File: config.mk
export PLATFORM = sky130hd
export DESIGN_NAME = condlogic
export DESIGN_NICKNAME = d
export VERILOG_FILES = /design/src/rtl/condlogic_pkg.sv /design/src/rtl/condlogic_condcheck.sv /design/src/rtl/condlogic.sv
export SDC_FILE = /design/constraint.sdc
export NUM_CORES = 1
export LEC_CHECK = 0
export CORE_MARGIN = 10
export CORE_UTILIZATION = 25
export CTS_CLUSTER_DIAMETER = 30
export DETAILED_ROUTE_END_ITERATION = 10
export HOLD_SLACK_MARGIN = 0.12
export SLEW_MARGIN = 10
export SYNTH_ARGS = -nofsm -noshare
export SYNTH_HDL_FRONTEND = slang
export SYNTH_SLANG_ARGS = --single-unit
File: constraint.sdc
create_clock -name clk -period 3.1 [get_ports clk]
set_input_delay 0.62 -clock clk [delete_from_list [all_inputs] [get_ports clk]]
set_output_delay 0.62 -clock clk [all_outputs]
set_load 0.01 [all_outputs]
File: src/rtl/condlogic_pkg.sv
// Shared controller definitions: ARM condition-code encodings and NZCV bit positions.
package condlogic_pkg;

  typedef enum logic [3:0] {
    COND_EQ = 4'b0000,
    COND_NE = 4'b0001,
    COND_CS = 4'b0010,
    COND_CC = 4'b0011,
    COND_MI = 4'b0100,
    COND_PL = 4'b0101,
    COND_VS = 4'b0110,
    COND_VC = 4'b0111,
    COND_HI = 4'b1000,
    COND_LS = 4'b1001,
    COND_GE = 4'b1010,
    COND_LT = 4'b1011,
    COND_GT = 4'b1100,
    COND_LE = 4'b1101,
    COND_AL = 4'b1110,
    COND_NV = 4'b1111
  } cond_e;

  localparam int FLAG_N = 3;
  localparam int FLAG_Z = 2;
  localparam int FLAG_C = 1;
  localparam int FLAG_V = 0;

endpackage

File: src/rtl/condlogic_condcheck.sv
// Combinational condition evaluator: decides whether the current instruction executes.
module condcheck
  import condlogic_pkg::*;
(
  input  logic [3:0] Cond,
  input  logic [3:0] Flags,
  output logic       CondEx
);

  logic w_n;
  logic w_z;
  logic w_c;
  logic w_v;
  logic w_ge;

  assign w_n  = Flags[FLAG_N];
  assign w_z  = Flags[FLAG_Z];
  assign w_c  = Flags[FLAG_C];
  assign w_v  = Flags[FLAG_V];
  assign w_ge = (w_n == w_v);

  always_comb begin
    CondEx = 1'b0;
    case (cond_e'(Cond))
      COND_EQ: CondEx = w_z;
      COND_NE: CondEx = ~w_z;
      COND_CS: CondEx = w_c;
      COND_CC: CondEx = ~w_c;
      COND_MI: CondEx = w_n;
      COND_PL: CondEx = ~w_n;
      COND_VS: CondEx = w_v;
      COND_VC: CondEx = ~w_v;
      COND_HI: CondEx = w_c & ~w_z;
      COND_LS: CondEx = ~w_c | w_z;
      COND_GE: CondEx = w_ge;
      COND_LT: CondEx = ~w_ge;
      COND_GT: CondEx = ~w_z & w_ge;
      COND_LE: CondEx = w_z | ~w_ge;
      COND_AL: CondEx = 1'b1;
      COND_NV: CondEx = 1'b0;
      default: CondEx = 1'b0;
    endcase
  end

endmodule

File: src/rtl/condlogic.sv
// Conditional-execution unit: NZCV flag register, condition evaluation and commit-strobe gating.
module condlogic
  import condlogic_pkg::*;
(
  input  logic       clk,
  input  logic       reset,
  input  logic [3:0] Cond,
  input  logic [3:0] ALUFlags,
  input  logic [1:0] FlagW,
  input  logic       PCS,
  input  logic       NextPC,
  input  logic       RegW,
  input  logic       MemW,
  output logic       PCWrite,
  output logic       RegWrite,
  output logic       MemWrite,
  output logic [3:0] Flags
);

  logic [1:0] r_flags_nz;
  logic [1:0] r_flags_cv;
  logic       r_condex_d;
  logic       w_condex;
  logic [1:0] w_flagwrite;

  assign Flags = {r_flags_nz, r_flags_cv};

  condcheck u_condcheck (
    .Cond   (Cond),
    .Flags  (Flags),
    .CondEx (w_condex)
  );

  assign w_flagwrite = FlagW & {2{w_condex}};

  // N,Z and C,V halves load independently so logical ops can leave C,V untouched
  always_ff @(posedge clk) begin
    if (reset) begin
      r_flags_nz <= 2'b00;
    end else if (w_flagwrite[1]) begin
      r_flags_nz <= ALUFlags[FLAG_N:FLAG_Z];
    end
  end

  always_ff @(posedge clk) begin
    if (reset) begin
      r_flags_cv <= 2'b00;
    end else if (w_flagwrite[0]) begin
      r_flags_cv <= ALUFlags[FLAG_C:FLAG_V];
    end
  end

  always_ff @(posedge clk) begin
    if (reset) begin
      r_condex_d <= 1'b0;
    end else begin
      r_condex_d <= w_condex;
    end
  end

  // Writes happen in the state after evaluation; fetch (NextPC) is never suppressed
  assign PCWrite  = (PCS & r_condex_d) | NextPC;
  assign RegWrite = RegW & r_condex_d;
  assign MemWrite = MemW & r_condex_d;

endmodule

[Word level (Yosys, flattened, before mapping)]
Cells that the tools add are included.
Word-level totals
  register bits: 5
  latch bits: 0
  bits in writable memories: 0
  ROM bits: 0
  input bits: 16
  output and inout bits: 7
  logic and storage cells: 35
  memories kept: 0
Operators by class
  add/subtract/negate cells: 0
  $mul: 0
  divide/modulo/power cells: 0
  order comparisons: 0
  equality and inequality tests: 16
  shift-type cells: 0
  mux-type cells: 1
  bitwise operators: 14
  reductions and logical operators: 1
Operators with widths (number)
  equality test 4 bit (second input constant): 8
  equality test 4 x 3 -> 1 bit (second input constant): 4
  case mux 1 bit (16 select lines): 1
  equality test 4 x 2 -> 1 bit (second input constant): 2
  bitwise AND 1 bit: 5
  NOT 1 bit: 5
  equality test 4 x 1 -> 1 bit (second input constant): 1
  zero test 4 bit: 1
  bitwise OR 1 bit: 3
  bitwise AND 2 bit: 1
  equality test 1 bit: 1

[Longest topological paths before layout]
Gate-level depths: netlist of run 1.
  depth in word-level cells: 5
  gate-level depth with buffers: 6
  gate-level depth less buffers: 5

[Hierarchy]
A second synthesis of run 1 with hierarchy kept.
Second synthesis, totals
  cells, all modules: 45
  area, all modules: 372.9 um^2
By module, submodules not included
  condlogic: instances 1, cells an instance 22, area an instance 217.7 um^2, seq. area each 100.1 um^2
  condcheck: instances 1, cells an instance 23, area an instance 155.1 um^2, seq. area each 0.0 um^2

[Least setup slack after synthesis of run 1]
No wires, ideal clock.
  kind: input to register
  from: input Cond[0]
  to: register r_flags_cv[0]
  setup time: 0.072 ns
  arrival: 1.906 ns
  path slack: 1.123 ns
  stages on the path: 6
  path buffers: 1
  path through: buf_6 > or3b_4 > a311oi_2 > o21ai_1 > a31oi_1 > mux2i_1
On the way
  cells in the longest elaborated chain, start to end: 3
  elaborated cells on any way between the ends: 18
RTL lines
  from (decl): RTL line condlogic.sv:7  | input logic [3:0] Cond,
  equality test 4 bit, or another cell as far along: RTL line condlogic_condcheck.sv:24  | case (cond_e'(Cond))
  case mux 1 bit (16 select lines) *: RTL line condlogic_condcheck.sv:24
  bitwise AND 2 bit *: RTL line condlogic.sv:34  | assign w_flagwrite = FlagW & {2{w_condex}};
  to (signal assigned): RTL line condlogic.sv:49  | r_flags_cv <= ALUFlags[FLAG_C:FLAG_V];
  to (decl): RTL line condlogic.sv:21  | logic [1:0] r_flags_cv;
Every way passes the cells marked *; elsewhere a longest branch is shown, timed or not.
A chain may end at the register's enable or synchronous reset.

[Worst setup path in the final report of run 1]
Ends and elaborated chain as after synthesis.

==> results of run 1 <==
==> logic make-up (layout without fill, tap and decap cells) <==
kind of cell	Yosys count	after routing	share of synthesized area, %
buffers and inverters	5	29	6.01
AO/OA/AOI/OAI	14	14	23.0
flip-flops	5	5	21.9
multiplexers	4	4	8.74
AND/OR/NAND/NOR	25	25	34.7
XOR/XNOR	3	3	5.74
==> power breakdown <==
part / switching (mW) / internal [mW]
clock: 0.0276 / 0.0487
combinational: 0.0304 / 0.0479
sequential: 0.00734 / 0.0700
==> final cells by class <==
cell class | instances | area (µm²) | share of cell area [%]
clock buffer | 4 | 26.3 | 3.65
tap | 25 | 31.3 | 4.35
inverter | 3 | 11.3 | 1.57
timing repair buffer | 22 | 220 | 30.6
sequential | 5 | 100 | 13.9
multi-input combinational | 46 | 330 | 45.9
==> placed cells by master, fill, tap and decap left out, types with 2 or more instances in the layout <==
master	n
sky130_fd_sc_hd__clkdlybuf4s50_1	22
sky130_fd_sc_hd__nand2b_1	11
sky130_fd_sc_hd__dfxtp_1	5
sky130_fd_sc_hd__a31oi_1	4
sky130_fd_sc_hd__mux2i_1	4
sky130_fd_sc_hd__and2_1	3
sky130_fd_sc_hd__inv_1	3
sky130_fd_sc_hd__nand2_1	3
sky130_fd_sc_hd__clkbuf_4	3
sky130_fd_sc_hd__xnor2_1	2
sky130_fd_sc_hd__o21ai_0	2
==> per-layer routing <==
layer / routed length (µm) / part of all wire [%]
met2: 541 / 44
met4: 0 / 0
met1: 613 / 49
met5: 0 / 0
met3: 86 / 6.9
==> state kept, by name, summed over array words and instances (netlist names) <==
register	cells
r_condex_d	1
r_flags_cv	2
r_flags_nz	2
==> worst min-delay path by stage <==
stage,startpoint,endpoint,slack [ns],cells past startpoint
finish,r_flags_cv[1]$_SDFFE_PP0P_,r_flags_cv[1]$_SDFFE_PP0P_,0.54,2
global route,r_flags_cv[0]$_SDFFE_PP0P_,r_flags_cv[0]$_SDFFE_PP0P_,0.57,2
CTS,r_flags_cv[1]$_SDFFE_PP0P_,r_flags_cv[1]$_SDFFE_PP0P_,0.55,2
detailed placement,r_flags_cv[0]$_SDFFE_PP0P_,r_flags_cv[0]$_SDFFE_PP0P_,0.53,2
global placement,r_flags_cv[1]$_SDFFE_PP0P_,r_flags_cv[1]$_SDFFE_PP0P_,0.53,2
floorplan,r_flags_cv[1]$_SDFFE_PP0P_,r_flags_cv[1]$_SDFFE_PP0P_,0.53,2
==> worst register-to-register path: stages, from the launching register on <==
cell and delay (ns):
sky130_fd_sc_hd__dfxtp_1 0.40, sky130_fd_sc_hd__or3b_4 0.41, sky130_fd_sc_hd__a311oi_2 0.26, sky130_fd_sc_hd__o21ai_1 0.13, sky130_fd_sc_hd__a31oi_1 0.30, sky130_fd_sc_hd__mux2i_1 0.23
==> impl_metrics.xml, run 1 <==
<?xml version="1.0" encoding="UTF-8"?>
<metrics>
  <group name="global_routing">
    <metric name="grt_overflow_total" unit="">0</metric>
    <metric name="grt-busiest-layer" unit="">met2</metric>
    <metric name="met1_capacity_usage_during_global_routing" unit="%">7.24</metric>
    <metric name="grt_first_pass_wirelength" unit="mm">2.06</metric>
    <metric name="groute.layer.met2.usage" unit="%">9.74</metric>
    <metric name="grt_use_met3" unit="%">4.48</metric>
    <metric name="antenna_found_initial" unit="">0</metric>
    <metric name="largest_net_degree_at_the_start_of_global_routing" unit="">11</metric>
    <metric name="via_count_of_the_first_global_routing_pass" unit="">449</metric>
    <metric name="track_usage" unit="%">6.48</metric>
  </group>
  <group name="sta">
    <metric name="slew_violations" unit="">0</metric>
    <metric name="holdWs" unit="ns">0.535</metric>
    <metric name="layout_worst_path_cycle_share" unit="%">77.0</metric>
    <metric name="fin_crit" unit="ns">2.39</metric>
    <metric name="rsz0062_at_grt" unit="">no</metric>
    <metric name="setup_viol" unit="">0</metric>
    <metric name="fin_worst_skew" unit="ns">0.00177</metric>
    <metric name="worst_slew_margin_rel" unit="%">75.0</metric>
    <metric name="fmaxAchievable" unit="GHz">0.419</metric>
    <metric name="aggregate_negative_setup_slack" unit="ns">0</metric>
    <metric name="worst-slew-pin-transition" unit="ns">0.372</metric>
    <metric name="final-hold-violation-count" unit="">0</metric>
    <metric name="worst_slack" unit="ns">0.714</metric>
  </group>
  <group name="min_path">
    <metric name="hold_class" unit="">reg -&gt; reg</metric>
  </group>
  <group name="placed_design">
    <metric name="routability_driven_placement_congestion_ratio" unit="">0.798</metric>
    <metric name="dpl_worst_slack" unit="ns">0.458</metric>
    <metric name="placed_area" unit="µm²">693</metric>
    <metric name="place_hpwl" unit="mm">1.01</metric>
    <metric name="port_buffers" unit="">22</metric>
    <metric name="dpl.cell_count" unit="">101</metric>
  </group>
  <group name="clock_tree">
    <metric name="insertion_delay" unit="ns">0.24</metric>
    <metric name="clock_buffers_created_by_tritoncts" unit="">3</metric>
    <metric name="cts.root.buffer_cell" unit="">sky130_fd_sc_hd__clkbuf_4</metric>
    <metric name="cts_htree_levels" unit="">1</metric>
    <metric name="cts_hold_repair.buffers" unit="">0</metric>
    <metric name="cts_post_setup_buffers_inserted" unit="">0</metric>
    <metric name="postCtsResizedCells" unit="">0</metric>
    <metric name="cts_num_sinks" unit="">5</metric>
    <metric name="cts.path.max_buffers" unit="">2</metric>
    <metric name="clk_transition_reported_paths" unit="ns">0.04</metric>
    <metric name="tritoncts" unit="">built</metric>
  </group>
  <group name="worst_setup_path">
    <metric name="worstSetupEndpoint" unit="">r_flags_cv[0]$_SDFFE_PP0P_</metric>
    <metric name="timing.critical_path.max_delay_family" unit="">compound AO/OA/AOI/OAI gates</metric>
    <metric name="worst_path_largest_cell_delay" unit="ns">0.56</metric>
    <metric name="crit_path_top_delay_cell" unit="">sky130_fd_sc_hd__clkdlybuf4s50_1</metric>
    <metric name="crit_path_start_kind" unit="">input port</metric>
    <metric name="crit_fanout" unit="">9</metric>
    <metric name="cp_num_cells" unit="">6</metric>
    <metric name="reg2regPathDepth" unit="">5</metric>
    <metric name="critical_path.n_buffers_inverters" unit="">1</metric>
    <metric name="crit_type" unit="">in -&gt; reg</metric>
    <metric name="required" unit="ns">3.27</metric>
    <metric name="timing.critical_path.from" unit="">Cond[0]</metric>
    <metric name="crit_arrival" unit="ns">2.56</metric>
    <metric name="crit_path_cell_trace" unit="">clkdlybuf4s50_1, or3b_4, a311oi_2, o21ai_1, a31oi_1, mux2i_1</metric>
    <metric name="rr_startpoint" unit="">r_flags_cv[1]$_SDFFE_PP0P_</metric>
    <metric name="reg2reg_setup_slack" unit="ns">1.29</metric>
    <metric name="critical_path.endpoint_type" unit="">flip-flop</metric>
    <metric name="r2r_end" unit="">r_flags_cv[0]$_SDFFE_PP0P_</metric>
  </group>
  <group name="logic_synthesis">
    <metric name="top_cell_type_s_share_of_synthesized_area" unit="%">21.9</metric>
    <metric name="synth_most_common_cell" unit="">sky130_fd_sc_hd__nand2b_1</metric>
    <metric name="post_synthesis_async_set_or_reset_flop_share" unit="%">0</metric>
    <metric name="synth_enable_flop_cells" unit="">0</metric>
    <metric name="seq_total_area_yosys" unit="%">21.9</metric>
    <metric name="number_of_synthesized_register_bits" unit="">5</metric>
    <metric name="synth_area" unit="µm²">458</metric>
    <metric name="ys_warn_count" unit="">0</metric>
    <metric name="yosysTopAreaCell" unit="">sky130_fd_sc_hd__dfxtp_1</metric>
    <metric name="synthTopCellsByArea" unit="">sky130_fd_sc_hd__dfxtp_1, sky130_fd_sc_hd__nand2b_1, sky130_fd_sc_hd__mux2i_1</metric>
    <metric name="syn_inst" unit="">56</metric>
    <metric name="synth_common_cells" unit="">sky130_fd_sc_hd__nand2b_1, sky130_fd_sc_hd__dfxtp_1, sky130_fd_sc_hd__a31oi_1, sky130_fd_sc_hd__mux2i_1</metric>
    <metric name="synthDistinctLibCells" unit="">28</metric>
    <metric name="synth_nets" unit="">72</metric>
    <metric name="synth-main-ff-cell" unit="">sky130_fd_sc_hd__dfxtp_1</metric>
    <metric name="syn-mean-instance-area" unit="µm²">8.18</metric>
  </group>
  <group name="die">
    <metric name="ioPinCount" unit="">23</metric>
    <metric name="start_util" unit="%">26.5</metric>
    <metric name="core_area" unit="µm²">1730</metric>
    <metric name="fp-row-count" unit="">15</metric>
    <metric name="die_width" unit="µm">62.8</metric>
    <metric name="design.die.area" unit="µm²">3940</metric>
    <metric name="dieHeight" unit="µm">62.8</metric>
  </group>
  <group name="detailed_routing">
    <metric name="dr_total_vias" unit="">486</metric>
    <metric name="routed_via_density" unit="">4.63</metric>
    <metric name="route.detailed.wl_per_inst" unit="µm">11.8</metric>
    <metric name="first_iter_violations" unit="">14</metric>
    <metric name="detailedRoute.firstPassIterationCount" unit="">4</metric>
    <metric name="route.detailed.drc" unit="">0</metric>
    <metric name="routed_wl" unit="mm">1.24</metric>
    <metric name="detail-route-antenna-nets" unit="">0</metric>
  </group>
  <group name="power">
    <metric name="leakage_power" unit="nW">0.251</metric>
    <metric name="report.power.total" unit="mW">0.232</metric>
    <metric name="power_per_cell_area" unit="nW/µm²">322</metric>
    <metric name="vdd_drop_max" unit="µV">223</metric>
  </group>
  <group name="layout">
    <metric name="utilization" unit="%">41.7</metric>
    <metric name="post_route_cells_drive_above_1_share" unit="%">7.50</metric>
    <metric name="layout-area-overhead-vs-synth" unit="%">57.1</metric>
    <metric name="layout.nets" unit="">97</metric>
    <metric name="layout.filler_cells" unit="">196</metric>
    <metric name="final_area" unit="µm²">719</metric>
    <metric name="diodes" unit="">0</metric>
    <metric name="fin_cells" unit="">105</metric>
  </group>
  <group name="status">
    <metric name="run_status" unit="">finished clean</metric>
  </group>
  <group name="run">
    <metric name="max_cap_viol_count" unit="">0</metric>
  </group>
</metrics>
(Power assumes the default switching activity.)
==> inputs of run 2 (changes only) <==
Clock period 3.1 ns to 2 ns, I/O delays scaled along.
==> run 2 against run 1 <==
Hold slack lost 0.0087 ns. Critical path depth decreased by 3. First-iteration DRC count is 79% lower. Count of clock-buffer cells in the layout is the same. Cell count is 5.7% higher. Register-to-register slack worse by 1.0 ns. Die area is the same. Largest cell class unchanged. Power grew 64%. Via count up 6.2%. Clock skew grew 0.0025 ns.
==> impl_metrics.xml, run 2 (synthesis results as in run 1) <==
<?xml version="1.0" encoding="UTF-8"?>
<metrics>
  <group name="status">
    <metric name="run_status" unit="">finished clean</metric>
  </group>
  <group name="layout">
    <metric name="layout_common_cells" unit="">sky130_fd_sc_hd__clkdlybuf4s50_1, sky130_fd_sc_hd__nand2b_1, sky130_fd_sc_hd__buf_4, sky130_fd_sc_hd__dfxtp_1, sky130_fd_sc_hd__mux2i_1</metric>
    <metric name="final_area" unit="µm²">790</metric>
    <metric name="fin_cells" unit="">111</metric>
    <metric name="layout.cells.most_common" unit="">sky130_fd_sc_hd__clkdlybuf4s50_1</metric>
    <metric name="diodes" unit="">0</metric>
    <metric name="layout-area-overhead-vs-synth" unit="%">72.4</metric>
    <metric name="layout.nets" unit="">103</metric>
    <metric name="utilization" unit="%">45.7</metric>
    <metric name="registers_with_the_most_flip_flops" unit="">r_flags_cv: 2 flops, r_flags_nz: 2 flops, r_condex_d: 1 flops</metric>
    <metric name="post_route_cells_drive_above_1_share" unit="%">18.6</metric>
    <metric name="layout.filler_cells" unit="">174</metric>
  </group>
  <group name="worst_setup_path">
    <metric name="reg2regPathDepth" unit="">5</metric>
    <metric name="reg2reg_setup_slack" unit="ns">0.26</metric>
    <metric name="crit_arrival" unit="ns">1.50</metric>
    <metric name="crit_path_start_kind" unit="">input port</metric>
    <metric name="crit_type" unit="">in -&gt; out</metric>
    <metric name="cp_common_cell" unit="">sky130_fd_sc_hd__clkdlybuf4s50_1</metric>
    <metric name="worstSetupEndpoint" unit="">PCWrite</metric>
    <metric name="worst_path_largest_cell_delay" unit="ns">0.53</metric>
    <metric name="rr_startpoint" unit="">r_flags_cv[1]$_SDFFE_PP0P_</metric>
    <metric name="r2r_end" unit="">r_flags_cv[0]$_SDFFE_PP0P_</metric>
    <metric name="timing.critical_path.from" unit="">PCS</metric>
    <metric name="critical_path.endpoint_type" unit="">output pin</metric>
    <metric name="crit_path_cell_trace" unit="">clkdlybuf4s50_1, a21o_1, clkdlybuf4s50_1</metric>
    <metric name="crit_path_top_delay_cell" unit="">sky130_fd_sc_hd__clkdlybuf4s50_1</metric>
    <metric name="required" unit="ns">1.60</metric>
    <metric name="crit_fanout" unit="">1</metric>
  </group>
  <group name="detailed_routing">
    <metric name="detailedRoute.firstPassIterationCount" unit="">4</metric>
    <metric name="routed_wl" unit="mm">1.36</metric>
    <metric name="detail-route-antenna-nets" unit="">0</metric>
    <metric name="dr_total_vias" unit="">516</metric>
    <metric name="first_iter_violations" unit="">3</metric>
    <metric name="route.detailed.wl_per_inst" unit="µm">12.2</metric>
    <metric name="routed_via_density" unit="">4.65</metric>
    <metric name="route.detailed.drc" unit="">0</metric>
  </group>
  <group name="sta">
    <metric name="setup_viol" unit="">0</metric>
    <metric name="rsz0062_at_grt" unit="">no</metric>
    <metric name="worst-slew-pin-transition" unit="ns">0.330</metric>
    <metric name="aggregate_negative_setup_slack" unit="ns">0</metric>
    <metric name="layout_worst_path_cycle_share" unit="%">95.1</metric>
    <metric name="fin_worst_skew" unit="ns">0.00428</metric>
    <metric name="worst_slew_margin_rel" unit="%">77.7</metric>
    <metric name="fin_crit" unit="ns">1.90</metric>
    <metric name="worst_slack" unit="ns">0.0980</metric>
    <metric name="fmaxAchievable" unit="GHz">0.526</metric>
    <metric name="holdWs" unit="ns">0.527</metric>
    <metric name="final-hold-violation-count" unit="">0</metric>
    <metric name="slew_violations" unit="">0</metric>
  </group>
  <group name="power">
    <metric name="power_frac_comb" unit="%">37.1</metric>
    <metric name="switching_share" unit="%">28.9</metric>
    <metric name="internal_power" unit="mW">0.270</metric>
    <metric name="power_per_cell_area" unit="nW/µm²">482</metric>
    <metric name="leakage_power" unit="nW">0.293</metric>
    <metric name="sequentialPowerShare" unit="%">31.3</metric>
    <metric name="report.power.total" unit="mW">0.380</metric>
    <metric name="clockPowerShare" unit="%">31.7</metric>
    <metric name="vdd_drop_max" unit="µV">333</metric>
    <metric name="switching_power_of_the_nets" unit="mW">0.110</metric>
  </group>
  <group name="die">
    <metric name="die_width" unit="µm">62.8</metric>
    <metric name="core_area" unit="µm²">1730</metric>
    <metric name="design.die.area" unit="µm²">3940</metric>
    <metric name="fp-row-count" unit="">15</metric>
    <metric name="dieHeight" unit="µm">62.8</metric>
    <metric name="start_util" unit="%">26.5</metric>
    <metric name="ioPinCount" unit="">23</metric>
  </group>
  <group name="clock_tree">
    <metric name="cts_num_sinks" unit="">5</metric>
    <metric name="cts_post_setup_buffers_inserted" unit="">0</metric>
    <metric name="cts_htree_levels" unit="">1</metric>
    <metric name="clk_transition_reported_paths" unit="ns">0.05</metric>
    <metric name="clock_buffers_created_by_tritoncts" unit="">3</metric>
    <metric name="insertion_delay" unit="ns">0.24</metric>
    <metric name="cts.path.max_buffers" unit="">2</metric>
    <metric name="cts.root.buffer_cell" unit="">sky130_fd_sc_hd__clkbuf_4</metric>
    <metric name="tritoncts" unit="">built</metric>
  </group>
  <group name="placed_design">
    <metric name="routability_driven_placement_congestion_ratio" unit="">0.809</metric>
    <metric name="port_buffers" unit="">22</metric>
    <metric name="placed_area" unit="µm²">738</metric>
    <metric name="dpl.cell_count" unit="">107</metric>
    <metric name="dpl_worst_slack" unit="ns">-0.196</metric>
    <metric name="place_hpwl" unit="mm">1.11</metric>
  </group>
  <group name="global_routing">
    <metric name="via_count_of_the_first_global_routing_pass" unit="">488</metric>
    <metric name="grt_overflow_total" unit="">0</metric>
    <metric name="largest_net_degree_at_the_start_of_global_routing" unit="">10</metric>
    <metric name="antenna_found_initial" unit="">0</metric>
    <metric name="track_usage" unit="%">7.42</metric>
    <metric name="grt_first_pass_wirelength" unit="mm">2.36</metric>
  </group>
  <group name="min_path">
    <metric name="hold_class" unit="">reg -&gt; reg</metric>
  </group>
  <group name="run">
    <metric name="max_cap_viol_count" unit="">0</metric>
  </group>
</metrics>
## run 2: cell types whose count changed in the layout (fill, tap and decap cells not counted), sizes merged
| cell | before | now |
|---|---|---|
| dlymetal6s2s | 0 | 1 |
| buf | 0 | 6 |
| clkdlybuf4s50 | 22 | 21 |
## run 2: area by class of cell
cell class / count / area, µm² / area share (%)
Sequential cell: 5 / 100 / 12.7
Clock buffer: 4 / 26.3 / 3.33
Inverter: 3 / 11.3 / 1.43
Multi-Input combinational cell: 46 / 353 / 44.7
Timing Repair Buffer: 28 / 268 / 33.9
Tap cell: 25 / 31.3 / 3.96
## run 2: worst max-delay path: cells and delay by family
| kind | cells | cell delay [ns] |
|---|---|---|
| buffers and inverters | 2 | 0.99 |
| AO/OA/AOI/OAI | 1 | 0.11 |
## run 2: power groups by stage
stage	combinational (mW)	sequential (mW)	clock, mW
finish	0.141	0.119	0.120
global route	0.153	0.121	0.136
CTS	0.136	0.120	0.125
detailed placement	0.135	0.121	0
global placement	0.134	0.121	0
floorplan	0.0618	0.122	0
## run 2: worst min-delay path by stage
stage	startpoint	to	slack, ns	cells after the start
CTS	r_flags_nz[0]$_SDFFE_PP0P_	r_flags_nz[0]$_SDFFE_PP0P_	0.54	2
global route	r_flags_nz[0]$_SDFFE_PP0P_	r_flags_nz[0]$_SDFFE_PP0P_	0.59	2
detailed placement	r_flags_nz[0]$_SDFFE_PP0P_	r_flags_nz[0]$_SDFFE_PP0P_	0.52	2
floorplan	r_flags_cv[1]$_SDFFE_PP0P_	r_flags_cv[1]$_SDFFE_PP0P_	0.53	2
finish	r_flags_nz[0]$_SDFFE_PP0P_	r_flags_nz[0]$_SDFFE_PP0P_	0.53	2
global placement	r_flags_nz[0]$_SDFFE_PP0P_	r_flags_nz[0]$_SDFFE_PP0P_	0.53	2
## run 2: per-layer routing
metal / track usage (%) / vias up / wire [µm]
met5: 0 / - / 0
met4: 2.51 / 0 / 8
met3: 3.76 / 2 / 74
met2: 11.2 / 19 / 609
met1: 8.82 / 235 / 662
li1: - / 260 / -
## run 2: timing repair
| item | CTS | global route |
|---|---|---|
| resized for setup | 0 | 5 |
| endpoints found under the hold margin | 0 | 0 |
| endpoints found under the setup margin | 0 | 4 |
| hold buffers | 0 | 0 |
